==> src/rtl/link_tx_framer.sv <==
// link_tx_framer: 20-bit link framer; buffers 18-bit payload in a FIFO and inserts 20'hFFFFF every FRAME_LEN words.
// Optional marker corruption for receiver testing is built when LINK_TX_ERRINJ_EN is defined.
module link_tx_framer #(
  parameter int FRAME_LEN = 3900,
  parameter int DEPTH     = 16
) (
  input  logic                     iSclk,
  input  logic                     iRstN,
  input  logic                     iEn,
  input  logic [17:0]              iData,
  input  logic                     iValid,
  output logic                     oReady,
  input  logic                     iErrInj,
  output logic [19:0]              oD_Link,
  output logic [$clog2(DEPTH):0]   oLevel,
  output logic [15:0]              oFrameCnt
);
  localparam int AW = $clog2(DEPTH);
  localparam int SW = $clog2(FRAME_LEN);
  localparam logic [1:0] S_OFF  = 2'd0;
  localparam logic [1:0] S_MARK = 2'd1;
  localparam logic [1:0] S_PAY  = 2'd2;
  logic [1:0]    state_q, state_d;
  logic [SW-1:0] slot_q, slot_d;
  logic [19:0]   link_q, link_d;
  logic [15:0]   fcnt_q, fcnt_d;
  logic [AW:0]   level_q, level_d;
  logic [AW-1:0] wptr_q, wptr_d, rptr_q, rptr_d;
  logic [17:0]   mem_q [DEPTH];
  logic [19:0]   marker;
  logic          push, pop, last;
`ifdef LINK_TX_ERRINJ_EN
  logic err_req_q, err_req_d;
  // A pulse arriving during the marker slot itself is kept for the next marker.
  always_comb begin
    err_req_d = iErrInj | (err_req_q & (state_q != S_MARK));
    marker    = err_req_q ? 20'h00000 : 20'hFFFFF;
  end
  always_ff @(posedge iSclk or negedge iRstN)
    if (!iRstN) err_req_q <= 1'b0;
    else        err_req_q <= err_req_d;
`else
  logic unused_err_inj;
  assign unused_err_inj = iErrInj;
  assign marker = 20'hFFFFF;
`endif
  always_comb begin
    push    = iValid & oReady;
    pop     = (state_q == S_PAY) && (level_q != '0);
    last    = slot_q == SW'(FRAME_LEN - 1);
    state_d = state_q == S_OFF  ? (iEn ? S_MARK : S_OFF) :
              state_q == S_MARK ? S_PAY :
              state_q == S_PAY  ? (last ? (iEn ? S_MARK : S_OFF) : S_PAY) : S_OFF;
    slot_d  = state_q == S_MARK ? SW'(1) :
              (state_q == S_PAY && !last) ? slot_q + SW'(1) : '0;
    // Non-marker words keep bit 18 clear so payload can never alias the marker.
    link_d  = state_q == S_MARK ? marker :
              pop ? {2'b10, mem_q[rptr_q]} : 20'h00000;
    fcnt_d  = fcnt_q + 16'(state_q == S_MARK);
    level_d = level_q + (AW+1)'(push) - (AW+1)'(pop);
    wptr_d  = wptr_q + AW'(push);
    rptr_d  = rptr_q + AW'(pop);
  end
  always_ff @(posedge iSclk or negedge iRstN)
    if (!iRstN) begin
      state_q <= S_OFF;
      slot_q  <= '0;
      link_q  <= 20'h00000;
      fcnt_q  <= '0;
      level_q <= '0;
      wptr_q  <= '0;
      rptr_q  <= '0;
    end else begin
      state_q <= state_d;
      slot_q  <= slot_d;
      link_q  <= link_d;
      fcnt_q  <= fcnt_d;
      level_q <= level_d;
      wptr_q  <= wptr_d;
      rptr_q  <= rptr_d;
    end
  always_ff @(posedge iSclk)
    if (push) mem_q[wptr_q] <= iData;
  assign oReady    = level_q != (AW+1)'(DEPTH);
  assign oD_Link   = link_q;
  assign oLevel    = level_q;
  assign oFrameCnt = fcnt_q;
endmodule

==> config.mk <==
export PLATFORM = sky130hd
export DESIGN_NAME = link_tx_framer
export DESIGN_NICKNAME = d
export VERILOG_FILES = /design/src/rtl/link_tx_framer.sv
export SDC_FILE = /design/constraint.sdc
export NUM_CORES = 1
export LEC_CHECK = 0
export ABC_AREA = 0
export BUFFER_PORTS_ARGS = -buffer_cell sky130_fd_sc_hd__buf_2
export CORE_ASPECT_RATIO = 0.9
export CORE_MARGIN = 2
export CORE_UTILIZATION = 55
export DETAILED_ROUTE_END_ITERATION = 8
export PLACE_DENSITY_LB_ADDON = 0.1
export RECOVER_POWER = 25
export SLEW_MARGIN = 20
export SYNTH_ARGS = -nofsm -noshare
export SYNTH_HDL_FRONTEND = slang
export SYNTH_SLANG_ARGS = --single-unit
==> constraint.sdc <==
create_clock -name iSclk -period 2.68 [get_ports iSclk]
set_clock_uncertainty 0.15 [all_clocks]
set_input_delay 0.268 -clock iSclk [delete_from_list [all_inputs] [get_ports iSclk]]
set_output_delay 0.268 -clock iSclk [all_outputs]
set_load 0.01 [all_outputs]
==> run summary, run 1 <==
OUTCOME
----------------------------------------------------------------------------------------
Result of the run ......................................................... finished, final reports clean

GLOBAL ROUTE
----------------------------------------------------------------------------------------
Number of antenna violations at the first check in global routing .........            0
Global-route wire length before repair ....................................     44800 um
Largest net degree at the start of global routing .........................           64
Number of global-route vias before repair .................................         7419
GRT Util Overall ..........................................................        0.236
Remaining Overflow, GRT ...................................................            0

FLOORPLANNING
----------------------------------------------------------------------------------------
Std-Cell Core Area ........................................................    24300 um2
Number of core rows .......................................................           54
Initial standard-cell utilization of the core .............................        0.559
Die area ..................................................................    25900 um2
DIE HEIGHT ................................................................       153 um
Die Width .................................................................       169 um
Boundary Pins .............................................................           65

FINAL LAYOUT
----------------------------------------------------------------------------------------
Most frequent standard cell in the layout excluding fill and tap cells ....     edfxtp_1
Antenna diodes ............................................................            0
Utilization after layout ..................................................        0.656
Share of cells above drive strength 1 .....................................        0.235
Commonest cells after routing, fill and taps aside ........................ edfxtp_1 (288), mux2i_1 (72), dfrtp_1 (61)
Fillcell total ............................................................         1622
Post-synthesis to final-layout area growth ................................        17.4%
Number of nets in the layout ..............................................          911

DETAILED ROUTING
----------------------------------------------------------------------------------------
Routed Wire Length ........................................................     29600 um
DRT iter0 DRCs ............................................................          562
Number of design rule violations left after detail routing ................            0
Number of nets still failing antenna checks after routing .................            0
Average detailed-routed wire length per instance ..........................      24.5 um
Vias per std cell .........................................................         5.94
Overall via count from detail_route .......................................         7163
Number of search-and-repair iterations in the first detailed-routing pass .            5

SYNTH
----------------------------------------------------------------------------------------
Total number of yosys warnings ............................................            0
Avg Synthesized Cell Area .................................................     18.4 um2
Mapped cell area ..........................................................    13600 um2
Count of unique library cells instantiated by Yosys .......................           36
Portion of the post-synthesis area used by sequential elements ............        0.754
Count of mapped cells out of synthesis ....................................          738
Net count of the mapped netlist ...........................................          775
Synthesized flop and latch total ..........................................          351

POWER AND IR DROP
----------------------------------------------------------------------------------------
VDD IR max ................................................................     0.673 mV
Tot Pwr ...................................................................      16.5 mW
Pwr/cell area .............................................................  1040 nW/um2
Combinational group share of total power ..................................        0.275
Net Sw Power ..............................................................      4.94 mW
Cell Int Power ............................................................      11.6 mW
Proportion of total power due to net switching ............................        0.299
Leakage power figure ......................................................      5.82 nW
Sequential share of power .................................................        0.433
Share of power burned in the clock network ................................        0.292

TIMING
----------------------------------------------------------------------------------------
Peak Freq .................................................................    0.394 GHz
Max-Slew Margin vs Limit ..................................................        0.448
Time the worst path needs with I/O delays and setup .......................      2540 ps
Share of the clock period used by the worst path ..........................        0.946
Count of endpoints failing hold in the final timing report ................            0
Number of failing setup endpoints in the final timing report ..............            0
Slew Limit Fails ..........................................................            0
Slew of the pin with the lowest slew margin ...............................       828 ps

CLOCK NETWORK
----------------------------------------------------------------------------------------
Buffer levels on the longest clock path ...................................            3
Later-pin clock latency in the skew report ................................       510 ps
Clock sink count ..........................................................          351
Total number of H-tree levels .............................................            2
Number of buffers added by the clock tree synthesis step ..................           36
TritonCTS clock tree ......................................................          yes
Clock root buffer master ..................................................    clkbuf_16
Clock slew seen by the registers of the worst setup and hold paths ........        60 ps

SETUP PATH
----------------------------------------------------------------------------------------
Kind of launch point of the worst setup path ..............................         flop
Endpoint type of the worst setup path .....................................         flop
Req. time, crit path ......................................................      2950 ps
Arrival time worst endpoint ...............................................      2800 ps
Crit path kind ............................................................      reg2reg
Maximum fanout along the worst path .......................................            3

PLACED DESIGN
----------------------------------------------------------------------------------------
Weighted congestion reported at the end of routability-driven placement ...        0.802
I/O Buffers ...............................................................           63
Placed wire-length estimate ...............................................     17800 um

WORST HOLD PATH
----------------------------------------------------------------------------------------
Worst hold-check path type ................................................       in2reg

FLOW RUN
----------------------------------------------------------------------------------------
Max-capacitance violation count ...........................................            0

[critical path, cell delays in order, from the launching register on]
cell and delay [ps]:
dfrtp_1 400, inv_1 120, ha_4 150, nor4b_4 240, nor2_2 80, ha_1 280, inv_1 40, ha_2 180
fa_2 390, a21oi_2 150, nor2_1 50, nor2_1 100, xnor2_1 130
[power groups by stage]
stage | logic, mW | registers, mW | clock network, mW
after global placement | 4.40 | 7.21 | 0
final | 4.55 | 7.14 | 4.82
after detailed placement | 4.48 | 7.25 | 0
after CTS | 4.52 | 7.14 | 4.91
after global routing | 4.92 | 7.21 | 5.14
after floorplan | 2.88 | 7.14 | 0
[what timing repair did]
action | 4_1_cts | 5_1_grt
endpoints found under the hold margin | 266 | 0
hold buffers | 16 | 0
gates resized for setup | 0 | 6
setup buffers | 0 | 2
setup endpoints to repair | 0 | 1
[path summary, 6_finish.rpt]
path | from | endpoint | slack [ps] | cells after the start
worst max-delay path | oLevel[2]$_DFF_PN0_ | oLevel[4]$_DFF_PN0_ | 140 | 12
worst min-delay path | iValid | wptr_q[0]$_DFF_PN0_ | 60 | 4
worst max register to register | oLevel[2]$_DFF_PN0_ | oLevel[4]$_DFF_PN0_ | 140 | 12
worst min register to register | oFrameCnt[15]$_DFF_PN0_ | oFrameCnt[15]$_DFF_PN0_ | 320 | 1
max in group asynchronous | iRstN | rptr_q[1]$_DFF_PN0_ | 1420 | 3
min in group asynchronous | iRstN | slot_q[5]$_DFF_PN0_ | 330 | 3
[flip-flops by register name, indices dropped and copies added, names as in the netlist]
name,count
wptr_q,4
oLevel,5
oFrameCnt,16
mem_q,288
oD_Link,20
state_q,2
rptr_q,4
slot_q,12
[final cells by class]
cell class / instances / area, um2 / area share
clock buffer: 51 / 1010 / 0.0634
inverter: 10 / 37.5 / 0.00236
clock inverter: 11 / 125 / 0.00786
multi-input combinational: 344 / 3210 / 0.202
timing repair buffer: 131 / 921 / 0.0579
sequential: 351 / 10200 / 0.643
tap: 308 / 385 / 0.0242
[Yosys cell counts]
cell type,n,area share
a21o_1,1,0.00055
a21oi_1,3,0.0011
a22oi_1,54,0.030
and2_1,1,0.00046
and3_1,2,0.00092
and4_1,3,0.0019
buf_1,2,0.00055
buf_2,15,0.0055
buf_4,1,0.00055
buf_8,1,0.0011
clkbuf_1,14,0.0039
dfrtp_1,63,0.12
edfxtp_1,288,0.64
fa_1,1,0.0015
ha_1,13,0.012
inv_1,10,0.0028
mux2i_1,72,0.053
mux4_2,36,0.060
nand2_1,11,0.0030
nand2b_1,5,0.0023
nand2b_4,1,0.0010
nand3_1,49,0.018
nand3b_1,2,0.0011
nand4_1,5,0.0023
nand4bb_1,1,0.00083
nor2_1,34,0.0094
nor2b_1,2,0.00092
nor3_1,7,0.0026
nor3_2,2,0.0015
nor4b_4,2,0.0035
o21ai_0,2,0.00074
or3_1,1,0.00046
or4_4,1,0.00083
or4b_1,1,0.00074
xnor2_1,22,0.014
xor2_1,10,0.0065
[per-layer routing]
| layer | global-route usage | vias to the layer above | share of wire |
|---|---|---|---|
| met5 | 0 | - | 0 |
| met4 | 0.0635 | 0 | 0.020 |
| met3 | 0.0409 | 41 | 0.057 |
| met2 | 0.376 | 193 | 0.48 |
| met1 | 0.342 | 3754 | 0.44 |
| li1 | - | 3175 | - |
[per-stage QoR]
| step | TNS, ps | hold slack, ps | cells | setup slack, ps | area [um2] |
|---|---|---|---|---|---|
| final | 0 | 58.0 | 1206 | 144 | 15900 |
| after global routing | -13.8 | 106 | 1206 | -13.8 | 15900 |
| after CTS | 0 | 2.70 | 1204 | 43.9 | 15900 |
| after detailed placement | 0 | 308 | 1126 | 57.9 | 14600 |
| after global placement | 0 | 295 | 1126 | 140 | 14600 |
| after floorplan | 0 | -178 | 738 | 19.3 | 13600 |
[kinds of logic (layout without fill, tap and decap cells)]
family / after synthesis / in the layout / synth area share
compound gates: 60 / 60 / 0.0323
mux: 108 / 108 / 0.113
simple gates: 130 / 130 / 0.0520
flops: 351 / 351 / 0.754
xor+xnor: 32 / 32 / 0.0207
buf+inv: 43 / 203 / 0.0144
fa+ha+maj: 14 / 14 / 0.0135
No activity file was read; power rests on OpenSTA's default activity.
==> inputs of run 2 (changes only) <==
--- a/config.mk
+++ b/config.mk
@@ -8,11 +8,11 @@
 export ABC_AREA = 0
 export BUFFER_PORTS_ARGS = -buffer_cell sky130_fd_sc_hd__buf_2
 export CORE_ASPECT_RATIO = 0.9
-export CORE_MARGIN = 2
+export CORE_MARGIN = 5
 export CORE_UTILIZATION = 55
 export DETAILED_ROUTE_END_ITERATION = 8
 export PLACE_DENSITY_LB_ADDON = 0.1
-export RECOVER_POWER = 25
+export RECOVER_POWER = 100
 export SLEW_MARGIN = 20
 export SYNTH_ARGS = -nofsm -noshare
 export SYNTH_HDL_FRONTEND = slang
==> run 2 against run 1 <==
Via count decreased by 1.3%. Global-route usage is 2.9 points lower. Critical endpoint unchanged. Clock-buffer cell count fell by 3. Non-clock buffer count decreased by 9. The flow now finishes with violations (capacitance limit, slew limit). Sequential power hardly changed.
==> run summary, run 2 (synthesized netlist as in run 1, its figures left out) <==
TIMING
----------------------------------------------------------------------------------------
Share of the clock period used by the worst path ..........................        0.958   +0.0112
Number of failing setup endpoints in the final timing report ..............            0   unchanged
Count of endpoints failing hold in the final timing report ................            0   unchanged
Time the worst path needs with I/O delays and setup .......................      2570 ps   +30.0 ps
Post-Route Setup TNS ......................................................         0 ps   unchanged
Peak Freq .................................................................    0.390 GHz   -1.2%
Slew Limit Fails ..........................................................           24   +24
Unrepaired setup endpoints after global routing ...........................           no
Slew of the pin with the lowest slew margin ...............................      1700 ps   +876 ps
Final worst-path setup slack ..............................................       114 ps   -30.0 ps
Post-Route Hold Slack .....................................................       102 ps   +44.2 ps
Max-Slew Margin vs Limit ..................................................       -0.136   -0.584

CLOCK NETWORK
----------------------------------------------------------------------------------------
Later-pin clock latency in the skew report ................................       510 ps   about the same
TritonCTS clock tree ......................................................          yes
Clock slew seen by the registers of the worst setup and hold paths ........        60 ps   about the same
Clock root buffer master ..................................................    clkbuf_16
Buffer levels on the longest clock path ...................................            3   unchanged
Clock sink count ..........................................................          351   unchanged
Number of buffers added by the clock tree synthesis step ..................           36   unchanged
Total number of H-tree levels .............................................            2   unchanged

GLOBAL ROUTE
----------------------------------------------------------------------------------------
Number of antenna violations at the first check in global routing .........            0   unchanged
Largest net degree at the start of global routing .........................           73   +14%
Number of global-route vias before repair .................................         7410   -0.12%
Global-route wire length before repair ....................................     44000 um   -1.8%
Remaining Overflow, GRT ...................................................            0   unchanged
GRT Util Overall ..........................................................        0.207   -0.0292

POWER AND IR DROP
----------------------------------------------------------------------------------------
Pwr/cell area .............................................................  1040 nW/um2   about the same
Leakage power figure ......................................................      5.64 nW   -3.1%
Tot Pwr ...................................................................      16.3 mW   -1.3%
VDD IR max ................................................................     0.624 mV   -7.3%

DETAILED ROUTING
----------------------------------------------------------------------------------------
Uppermost signal routing layer after detailed routing .....................         met4
Met3 wire length ..........................................................      1660 um   -1.2%
Met1 routed wirelength after detailed routing .............................     12500 um   -3.7%
Number of design rule violations left after detail routing ................            0   unchanged
Vias per std cell .........................................................         5.89   -0.92%
DRT iter0 DRCs ............................................................          748   +33%
Number of nets still failing antenna checks after routing .................            0   unchanged
Average detailed-routed wire length per instance ..........................      23.7 um   -3.4%
Overall via count from detail_route .......................................         7068   -1.3%
Routed Wire Length ........................................................     28500 um   -3.8%
Number of search-and-repair iterations in the first detailed-routing pass .            5   unchanged
Wire length on met2 .......................................................     13800 um   -3.4%

FINAL LAYOUT
----------------------------------------------------------------------------------------
Fin area ..................................................................    15700 um2   -1.2%
Antenna diodes ............................................................            0   unchanged
Largest reg by FF count ...................................................        mem_q
Most frequent standard cell in the layout excluding fill and tap cells ....     edfxtp_1
Number of nets in the layout ..............................................          902   -0.99%
Commonest cells after routing, fill and taps aside ........................ edfxtp_1 (288), mux2i_1 (72), dfrtp_1 (61)
Share of cells above drive strength 1 .....................................        0.181   -0.0536
Number of flip-flops under the largest register name ......................          288   unchanged
Post-synthesis to final-layout area growth ................................        16.0%
Fillcell total ............................................................         1706   +5.2%

OUTCOME
----------------------------------------------------------------------------------------
Result of the run ......................................................... finished, violations left
Violated checks ........................................................... capacitance limit, slew limit

FLOORPLANNING
----------------------------------------------------------------------------------------
Number of core rows .......................................................           54   unchanged
Initial standard-cell utilization of the core .............................        0.559   unchanged
Die area ..................................................................    27900 um2   +7.6%
Die Width .................................................................       175 um   +3.5%
Std-Cell Core Area ........................................................    24300 um2   unchanged
DIE HEIGHT ................................................................       159 um   +3.9%
Boundary Pins .............................................................           65   unchanged

FLOW RUN
----------------------------------------------------------------------------------------
Max-capacitance violation count ...........................................            1   +1

PLACED DESIGN
----------------------------------------------------------------------------------------
Dpl cell area .............................................................    14500 um2   -0.75%
Weighted congestion reported at the end of routability-driven placement ...        0.816   +1.8%
Placed wire-length estimate ...............................................     17600 um   -1.2%
I/O Buffers ...............................................................           63   unchanged
Pre-CTS setup slack .......................................................      64.9 ps   +6.91 ps

SETUP PATH
----------------------------------------------------------------------------------------
Register-to-register setup slack ..........................................       110 ps   -30 ps
Endpoint type of the worst setup path .....................................         flop
Kind of launch point of the worst setup path ..............................         flop
Crit path kind ............................................................      reg2reg
Arrival time worst endpoint ...............................................      2840 ps   +40 ps
Req. time, crit path ......................................................      2960 ps   about the same
Maximum fanout along the worst path .......................................            3   unchanged

WORST HOLD PATH
----------------------------------------------------------------------------------------
Worst hold-check path type ................................................       in2reg

[run 2: cell types whose count changed in the layout (fill, tap and decap cells not counted), sizes merged]
cell and delta:
buf -65, clkbuf +50, clkinv +7, dlygate4sd3 +3
bufinv -1, inv +1
[run 2: repair_timing]
item                                    in CTS  in global routing
gates resized for setup                      0                  5
endpoints found under the hold margin      256                  0
endpoints found under the setup margin       0                  1
hold buffers                                19                  0
setup buffers                                0                  3
[run 2: worst max-delay path, cell delays in order (launching register included)]
cell and delay, ps:
dfrtp_1 410, inv_2 80, ha_1 170, nor4b_4 230, nor2_2 90, ha_1 290
inv_1 50, ha_2 180, fa_2 370, a21oi_2 140, nor2_1 50, nor2_1 130
xnor2_1 140
[run 2: through the flow]
stage | util | std cells
4_1_cts | 0.654 | 1198
3_5_place_dp | 0.598 | 1113
3_3_place_gp | 0.598 | 1113
5_1_grt | 0.648 | 1201
2_1_floorplan | - | 738
6_report | 0.648 | 1201
[run 2: layout make-up]
class,instances,area [um2],share of cell area
Clock buffer,48,1030,0.0652
Sequential cell,351,10200,0.650
Clock inverter,18,145,0.00923
Tap cell,308,385,0.0245
Timing Repair Buffer,122,743,0.0473
Multi-Input combinational cell,344,3160,0.201
Inverter,10,37.5,0.00239
[run 2: where the power goes]
part	leakage [nW]	total, mW	internal [mW]	switching [mW]
clock	0.585	4.87	2.89	1.97
combinational	1.64	4.32	1.81	2.51
sequential	3.41	7.12	6.69	0.423
total	5.64	16.3	11.4	4.90
[run 2: worst paths after layout]
path	from	end	cells past startpoint
max	oLevel[2]$_DFF_PN0_	oLevel[4]$_DFF_PN0_	12
min	iValid	wptr_q[0]$_DFF_PN0_	4
max reg2reg	oLevel[2]$_DFF_PN0_	oLevel[4]$_DFF_PN0_	12
min reg2reg	state_q[1]$_DFF_PN0_	state_q[0]$_DFF_PN0_	1
max in group asynchronous	iRstN	oD_Link[1]$_DFF_PN0_	2
min in group asynchronous	iRstN	slot_q[4]$_DFF_PN0_	2
[run 2: per-layer routing]
layer  track usage  vias to the layer above
met1         0.300                     3674
met3        0.0408                       36
li1              -                     3159
met4        0.0408                        0
met2         0.334                      199
met5             0                        -
